<file path="config.mk">
export PLATFORM = sky130hd
export DESIGN_NAME = mem_access_unit
export DESIGN_NICKNAME = d
export VERILOG_FILES = /design/src/rtl/mem_access_unit.sv
export SDC_FILE = /design/constraint.sdc
export NUM_CORES = 1
export LEC_CHECK = 0
export ABC_AREA = 1
export ABC_CLOCK_PERIOD_IN_PS = 2500
export CORE_MARGIN = 2
export CORE_UTILIZATION = 45
export CTS_BUF_LIST = sky130_fd_sc_hd__clkbuf_4 sky130_fd_sc_hd__clkbuf_8
export CTS_CLUSTER_SIZE = 25
export DETAILED_ROUTE_END_ITERATION = 10
export PLACE_DENSITY_LB_ADDON = 0.25
export SLEW_MARGIN = 40
export SYNTH_ARGS = -nofsm -noshare
export SYNTH_HDL_FRONTEND = slang
export SYNTH_SLANG_ARGS = --single-unit
export TNS_END_PERCENT = 30
</file>
<file path="constraint.sdc">
create_clock -name clk -period 2.5 [get_ports clk]
set_clock_uncertainty 0.05 [all_clocks]
set_input_delay 0.375 -clock clk [delete_from_list [all_inputs] [get_ports clk]]
set_output_delay 0.375 -clock clk [all_outputs]
set_load 0.01 [all_outputs]
</file>
<file path="src/rtl/mem_access_unit.sv">
`default_nettype none
// +--------------------------------------------------------------------------+
// | Module : mem_access_unit                                                 |
// | Brief  : MEM-stage load/store unit. Turns EX/MEM load/store controls     |
// |          into byte-enabled requests on a variable-latency data bus,      |
// |          aligns and extends returned load data, and stalls the pipeline  |
// |          until each access completes or times out.                       |
// | Rev    : 1.0  initial release                                            |
// +--------------------------------------------------------------------------+
module mem_access_unit #(
  parameter int TIMEOUT = 64
) (
  input  logic        clk,
  input  logic        rst,
  input  logic        MemRead_M,
  input  logic        MemWrite_M,
  input  logic [2:0]  Funct3_M,
  input  logic [31:0] ALUResult_M,
  input  logic [31:0] WriteData_M,
  output logic [31:0] ReadData_M,
  output logic        Stall_M,
  output logic        Fault_M,
  output logic        Bus_Err,
  output logic        mem_req,
  output logic        mem_we,
  output logic [31:0] mem_addr,
  output logic [3:0]  mem_be,
  output logic [31:0] mem_wdata,
  input  logic        mem_gnt,
  input  logic        mem_rvalid,
  input  logic [31:0] mem_rdata
);

  localparam int CW = $clog2(TIMEOUT);

  typedef enum logic [1:0] {
    IDLE   = 2'd0,
    REQ    = 2'd1,
    WAIT_R = 2'd2,
    RESP   = 2'd3
  } state_e;

  state_e        state_q, state_d;
  logic [CW-1:0] cnt_q, cnt_d;
  logic [31:0]   addr_q, addr_d;
  logic          we_q, we_d;
  logic [3:0]    be_q, be_d;
  logic [31:0]   wdata_q, wdata_d;
  logic [2:0]    f3_q, f3_d;
  logic [1:0]    off_q, off_d;
  logic [31:0]   rdata_q, rdata_d;
  logic          err_q, err_d;

  logic          w_access;
  logic          w_f3_legal;
  logic          w_misalign;
  logic          w_fault;
  logic          w_start;
  logic          w_busy;
  logic          w_timeout;
  logic [3:0]    w_be_req;
  logic [31:0]   w_wdata_req;
  logic [31:0]   w_lane;
  logic [31:0]   w_load_ext;

  assign w_access = MemRead_M | MemWrite_M;
  assign w_busy   = (state_q == REQ) || (state_q == WAIT_R);
  // The last budgeted cycle aborts instead of requesting, so REQ+WAIT_R never exceeds TIMEOUT cycles.
  assign w_timeout = w_busy && (cnt_q == CW'(TIMEOUT - 1));

  // Decode legality and natural alignment of the access presented in IDLE.
  always_comb begin
    w_f3_legal = (Funct3_M == 3'b000) || (Funct3_M == 3'b001) || (Funct3_M == 3'b010) ||
                 (Funct3_M == 3'b100) || (Funct3_M == 3'b101);
    w_misalign = ((Funct3_M[1:0] == 2'b01) && ALUResult_M[0]) ||
                 ((Funct3_M[1:0] == 2'b10) && (ALUResult_M[1:0] != 2'b00));
  end

  assign w_fault = (state_q == IDLE) && w_access && (!w_f3_legal || w_misalign);
  assign w_start = (state_q == IDLE) && w_access && w_f3_legal && !w_misalign;

  // Build byte enables and lane-replicated store data; loads always fetch the whole word.
  always_comb begin
    w_be_req    = 4'b1111;
    w_wdata_req = WriteData_M;
    if (MemWrite_M) begin
      case (Funct3_M[1:0])
        2'b00: begin
          w_be_req    = 4'b0001 << ALUResult_M[1:0];
          w_wdata_req = {4{WriteData_M[7:0]}};
        end
        2'b01: begin
          w_be_req    = ALUResult_M[1] ? 4'b1100 : 4'b0011;
          w_wdata_req = {2{WriteData_M[15:0]}};
        end
        default: begin
          w_be_req    = 4'b1111;
          w_wdata_req = WriteData_M;
        end
      endcase
    end
  end

  // Shift the addressed lane down to bit 0 and sign/zero extend by access size.
  always_comb begin
    w_lane = mem_rdata >> {off_q, 3'b000};
    case (f3_q)
      3'b000:  w_load_ext = {{24{w_lane[7]}}, w_lane[7:0]};
      3'b100:  w_load_ext = {24'd0, w_lane[7:0]};
      3'b001:  w_load_ext = {{16{w_lane[15]}}, w_lane[15:0]};
      3'b101:  w_load_ext = {16'd0, w_lane[15:0]};
      default: w_load_ext = w_lane;
    endcase
  end

  // Next-state logic: one request per access, RESP always returns to IDLE.
  always_comb begin
    state_d = state_q;
    cnt_d   = cnt_q;
    addr_d  = addr_q;
    we_d    = we_q;
    be_d    = be_q;
    wdata_d = wdata_q;
    f3_d    = f3_q;
    off_d   = off_q;
    rdata_d = rdata_q;
    err_d   = err_q;
    case (state_q)
      IDLE: begin
        cnt_d = '0;
        if (w_fault) begin
          rdata_d = '0;
        end else if (w_start) begin
          state_d = REQ;
          addr_d  = {ALUResult_M[31:2], 2'b00};
          we_d    = MemWrite_M;
          be_d    = w_be_req;
          wdata_d = w_wdata_req;
          f3_d    = Funct3_M;
          off_d   = ALUResult_M[1:0];
          rdata_d = '0;
        end
      end
      REQ: begin
        cnt_d = cnt_q + CW'(1);
        if (w_timeout) begin
          state_d = RESP;
          cnt_d   = '0;
          err_d   = 1'b1;
          rdata_d = '0;
        end else if (mem_gnt) begin
          state_d = we_q ? RESP : WAIT_R;
        end
      end
      WAIT_R: begin
        cnt_d = cnt_q + CW'(1);
        if (w_timeout) begin
          state_d = RESP;
          cnt_d   = '0;
          err_d   = 1'b1;
          rdata_d = '0;
        end else if (mem_rvalid) begin
          state_d = RESP;
          rdata_d = w_load_ext;
        end
      end
      RESP: begin
        cnt_d   = '0;
        state_d = IDLE;
      end
      default: begin
        state_d = IDLE;
        cnt_d   = '0;
      end
    endcase
  end

  // State and datapath registers; reset returns to IDLE with no sticky error.
  always_ff @(posedge clk or negedge rst) begin
    if (!rst) begin
      state_q <= IDLE;
      cnt_q   <= '0;
      addr_q  <= '0;
      we_q    <= 1'b0;
      be_q    <= 4'b0000;
      wdata_q <= '0;
      f3_q    <= 3'b000;
      off_q   <= 2'b00;
      rdata_q <= '0;
      err_q   <= 1'b0;
    end else begin
      state_q <= state_d;
      cnt_q   <= cnt_d;
      addr_q  <= addr_d;
      we_q    <= we_d;
      be_q    <= be_d;
      wdata_q <= wdata_d;
      f3_q    <= f3_d;
      off_q   <= off_d;
      rdata_q <= rdata_d;
      err_q   <= err_d;
    end
  end

  assign mem_req    = (state_q == REQ) && !w_timeout;
  assign mem_we     = (state_q == REQ) && we_q;
  assign mem_be     = (state_q == REQ) ? be_q : 4'b0000;
  assign mem_addr   = addr_q;
  assign mem_wdata  = wdata_q;
  // Gated by rst so the pipeline is released the instant reset asserts.
  assign Stall_M    = rst && (w_start || w_busy);
  assign Fault_M    = w_fault;
  assign ReadData_M = w_fault ? 32'd0 : rdata_q;
  assign Bus_Err    = err_q;

endmodule
`default_nettype wire

</file>
Word-level counts from Yosys, hierarchy flattened

Index checks and enable logic that the tools add are counted.

Reduce and logical (&&, ||, !) cells: 33
Shift operators: 2
Multiplexer cells: 24
Bitwise logic cells: 2
Add/subtract/negate cells: 1
Equal/unequal tests: 19

Operators by type and width:

| cell                                                                  | number |
|---|---|
| 32-bit 2-to-1 mux                                                     | 7 |
| 32-bit one-hot mux with 4 select lines                                | 1 |
| 32-bit one-hot mux with 3 select lines                                | 1 |
| 32-bit one-hot mux with 2 select lines                                | 1 |
| 32-bit by 5-bit >> shifter with 32-bit output                         | 1 |
| 3-bit equality test, second input constant                            | 4 |
| 2-bit 2-to-1 mux                                                      | 6 |
| 4-bit 2-to-1 mux                                                      | 3 |
| 6-bit one-hot mux with 2 select lines                                 | 1 |
| 1-bit logical AND                                                     | 10 |
| 3-bit != test, second input constant                                  | 3 |
| 1-bit logical OR                                                      | 8 |
| 2-bit one-hot mux with 4 select lines                                 | 1 |
| 4-bit one-hot mux with 2 select lines                                 | 1 |
| 4-bit AND reduction                                                   | 2 |
| 6-bit by 1-bit adder with 6-bit output, second input constant         | 1 |
| 2-bit equality test, second input constant                            | 3 |
| 3-bit by 1-bit equality test with 1-bit output, second input constant | 2 |
| 6-bit equality test, second input constant                            | 1 |
| 3-bit logical NOT                                                     | 2 |
| 6-bit 2-to-1 mux                                                      | 1 |
| 2-bit != test, second input constant                                  | 3 |
| 2-bit by 1-bit equality test with 1-bit output, second input constant | 2 |
| 2-bit logical NOT                                                     | 2 |
| other kinds (11)                                                      | 14 |

Flip-flop bits (word level): 113
Input bits: 105

Depth between registers and ports, before layout

Gate-level depths: netlist of run 1.

Depth after elaboration: 10
Mapped depth: 12
Mapped depth without buffers: 11

Worst setup path after synthesis of run 1

Ideal clock, no wire load.

Path kind: register -> output
Start point: reg state_q[0]
End point: out Stall_M
Slack: 583 ps
Stages on the path, launching flop included: 8
Arrival time: 1492 ps
Buffers on the path: 1
Data required time: 2075 ps
Path through: dfrtp_1 inv_1 ha_1 inv_1 nor2_2 nand3_2 buf_2 a21boi_0

Cells in the longest elaborated chain, start to end: 6
Elaborated cells between the ends (all ways): 9
Those cells by class: eq/ne (2); reduce/logical (7)

RTL lines:

| element                        | line | RTL |
|---|---|---|
| from (decl)                    | 43   | `state_e state_q, state_d;` |
| from (signal assigned)         | 192  | `state_q <= state_d;` |
| 2-bit logical NOT              | 80   | `assign w_start = (state_q == IDLE) && w_access && w_f3_legal && !w_misalign;` |
| 1-bit logical AND (3 in a row) | 80   |  |
| 1-bit logical OR *             | 211  | `assign Stall_M = rst && (w_start \|\| w_busy);` |
| 1-bit logical AND *            | 211  |  |
| to (decl)                      | 21   | `output logic Stall_M,` |

Every way passes the cells marked *; elsewhere a longest branch is shown, timed or not.

Worst setup path in the final report of run 1

Start point: reg state_q[1]
End point: out ReadData_M[8]

Cells in the longest elaborated chain, start to end: 4

RTL lines:

| element                        | line | RTL |
|---|---|---|
| 2-bit logical NOT              | 79   | `assign w_fault = (state_q == IDLE) && w_access && (!w_f3_legal \|\| w_misalign);` |
| 1-bit logical AND (2 in a row) | 79   |  |
| 32-bit 2-to-1 mux              | 213  | `assign ReadData_M = w_fault ? 32'd0 : rdata_q;` |
| to (decl)                      | 20   | `output logic [31:0] ReadData_M,` |

Every way passes these cells.

==> metrics, run 1 <==
outcome=finished with violations; failing checks=hold timing; clock-pin slew on the worst setup and hold paths=0.08 ns; number of synthesized flops with an enable pin=0; row count=41; yosys warns=0; highest-delay cell along the critical path=dfrtp_1; Net Sw Power=4.05 mW; Worst Setup Path Type=flop to output pin; Syn Area/Cell=7.73 um^2; r2r setup slk=0.44 ns; DP HPWL=11900 um; Total GRT Usage=24.6%; setup_tns=0 ns; Max Freq=414 MHz; starting density of the core=46.6%; final hold slack=-0.00986 ns; clock root buffer master=clkbuf_8; worst slew pin tran=0.618 ns; gr ovfl total=0; Leakage=4.10 nW; die area=0.0141 mm^2; minimum clock period=2.41 ns; Die W=119 um; IO Port Bufs=207; synth top area cells=dfrtp_1 (48%), nand2_1 (16%), nor2_1 (4.5%); DRC=0; total power=10.1 mW; WP data arrival=1.99 ns; Die Height=119 um; share of layout cells above drive strength 1=12.4%; Int Power=6.01 mW; WL/cell=15.0 um; TritonCTS clock tree=yes; Worst R2R End=rdata_q[25]; Flop pwr share=30.7%; Stages on worst setup path=9; Multi-input gate area=0.00256 mm^2; critical path cell sequence=inv_2 -> ha_4 -> inv_1 -> nor2_2 -> inv_2 -> a21oi_4 -> buf_12 -> nor2_1 -> dlygate4sd2_1; Final Setup Violations=0; clk_lat worst skew=0.41 ns; CP Launch Point=state_q[1]; Buf+Inv Stages, Crit Path=5; register area share after synthesis=47.7%; Post-Route WL=17300 um; Fin. Hold Viols=3; initial DRC count=653; Post-Layout Cell Count=1151; max-cap viol count=0; Max VDD drop=0.619 mV; Final Slew Violations=0; drt first pass iters=5; pwr dens=1180 mW/mm^2; core area=0.0127 mm^2; H-Tree Depth=4; initial antenna violation count=0; Post-Syn Instances=766; synthesized flop and latch total=113; Gate power share=50.9%; CP delay by family, top=buffers and inverters; drt via density=5.02; remaining antenna violation count=0; largest area contributor in the netlist=dfrtp_1; Cell variety after synth=37; DP Area=0.00810 mm^2; worst r2r path cells=9; Post-synth top flop=dfrtp_1; nets@finish=1077; Max FO, Critical Path=17; CTS max path bufs=2; Worst path max stage delay=0.40 ns; clk sink count=113; fin crit share=96.6%; FF/Latch Area=0.00283 mm^2; largest net degree at the start of global routing=114; # fillers=1147; io pins=210; slew margin rel.=58.8%; Req. time, crit path=2.08 ns; Net Sw Frac=40.2%; first-pass GRT wire length=27700 um; Crit. End Element=output pin; Clk pwr share=18.4%; Area growth syn-to-layout=43.8%; min-delay worst type=primary input to asynchronous set/reset pin; n_diodes=0; CP most frequent cell=inv_2; Synth Cell Area=0.00592 mm^2; Final Cell Area=0.00852 mm^2; Critical Path Source Type=flop; Inserted Clock Buffers=17; Crit Reg-Reg Startpoint=state_q[1]; gp weighted congestion=0.843; vias=5781; Synth async-reset ratio=100%; top-area cell type share of the netlist area=47.7%; vias in the first global route=5583; dpl cells=1115
==> worst max path at each step <==
| stage | end | slack (ns) |
|---|---|---|
| finish | ReadData_M[8] | 0.09 |
| floorplan | Stall_M | 0.58 |
| global route | ReadData_M[8] | -0.02 |
| global placement | Fault_M | 0.03 |
| CTS | ReadData_M[31] | 0.009 |
| detailed placement | ReadData_M[11] | -0.02 |
==> state kept, by name, summed over array words and instances, names as in the netlist <==
signal / cells
Bus_Err: 1
mem_wdata: 32
mem_addr: 30
f3_q: 3
off_q: 2
state_q: 2
we_q: 1
rdata_q: 32
cnt_q: 6
be_q: 4
==> cells by family (layout without fill, tap and decap cells) <==
group / Yosys count / in the layout / share of synthesized area, %
adder cells (fa/ha/maj): 5 / 5 / 1.06
AO/OA/AOI/OAI: 123 / 123 / 11.8
XOR/XNOR: 1 / 1 / 0.148
other: 1 / 2 / 0.0633
flip-flops: 113 / 113 / 47.7
buffers and inverters: 118 / 330 / 9.52
AND/OR/NAND/NOR: 405 / 405 / 29.7
==> through the flow <==
| stage | utilization (%) | setup slack, ns |
|---|---|---|
| final | 67.0 | 0.0851 |
| after detailed placement | 63.6 | -0.0191 |
| after global placement | 63.6 | 0.0325 |
| after floorplan | - | 0.583 |
| after global routing | 67.0 | -0.0171 |
| after CTS | 67.3 | 0.00920 |
==> cells in the mapped netlist, drive strengths merged (2+ instances only) <==
master	number
or2	8
dfrtp	113
nand2	254
o211ai	2
a21oi	35
o21ai	60
o21a	2
inv	69
nor3b	2
a22oi	7
a31oi	16
clkbuf	16
ha	5
nor2	74
buf	33
nand4	18
nand3	47
==> power by group through the flow <==
stage               Combinational [mW]  Clock, mW  Sequential, mW
finish                            5.12       1.85            3.09
CTS                               5.14       1.87            3.08
global placement                  5.03          0            3.10
detailed placement                5.10          0            3.10
floorplan                         2.82          0            3.23
global route                      5.65       1.95            3.19
==> final cells by class <==
cell class	count	area share (%)
Timing Repair Buffer	230	26.3
Clock buffer	19	2.92
Multi-Input combinational cell	536	30.1
Inverter	69	3.04
Clock inverter	12	1.95
Tap cell	172	2.53
Sequential cell	113	33.2
==> cell usage in the layout, fill, tap and decap left out, drive strengths merged <==
cell type	count
a31oi	16
nand3	47
xor2	1
o21ai	60
bufinv	4
conb	2
inv	69
a21oi	35
clkinvlp	1
or2	8
nand4	18
nand2	254
clkdlybuf4s15	15
nor2	74
clkbuf	35
ha	5
clkinv	7
nor3b	2
a22oi	7
o21a	2
buf	24
dlymetal6s2s	1
a21boi	1
dfrtp	113
o211ai	2
clkdlybuf4s50	171
nand3b	1
dlygate4sd2	3
nor3	1
==> what timing repair did <==
| item | in CTS | in global routing |
|---|---|---|
| hold buffers | 0 | 0 |
| gates cloned | 1 | 0 |
| buffers inserted | 2 | 2 |
| resized for setup | 57 | 33 |
| pin swaps | 1 | 1 |
| setup endpoints to repair | 35 | 36 |
==> layer usage <==
layer / vias to the layer above / global-route usage [%] / part of all wire, %
met4: 0 / 7.59 / 1.4
met1: 2698 / 30.7 / 43
met5: - / 0 / 0
met3: 20 / 9.27 / 9.3
met2: 214 / 39.5 / 47
li1: 2849 / - / -
(Power assumes the default switching activity.)
==> run 2: changes to the inputs <==
Settings changed: SLEW_MARGIN 40 to 25.
==> results of run 2 <==
No change in the layout: final DEF, timing and power equal those of run 1.
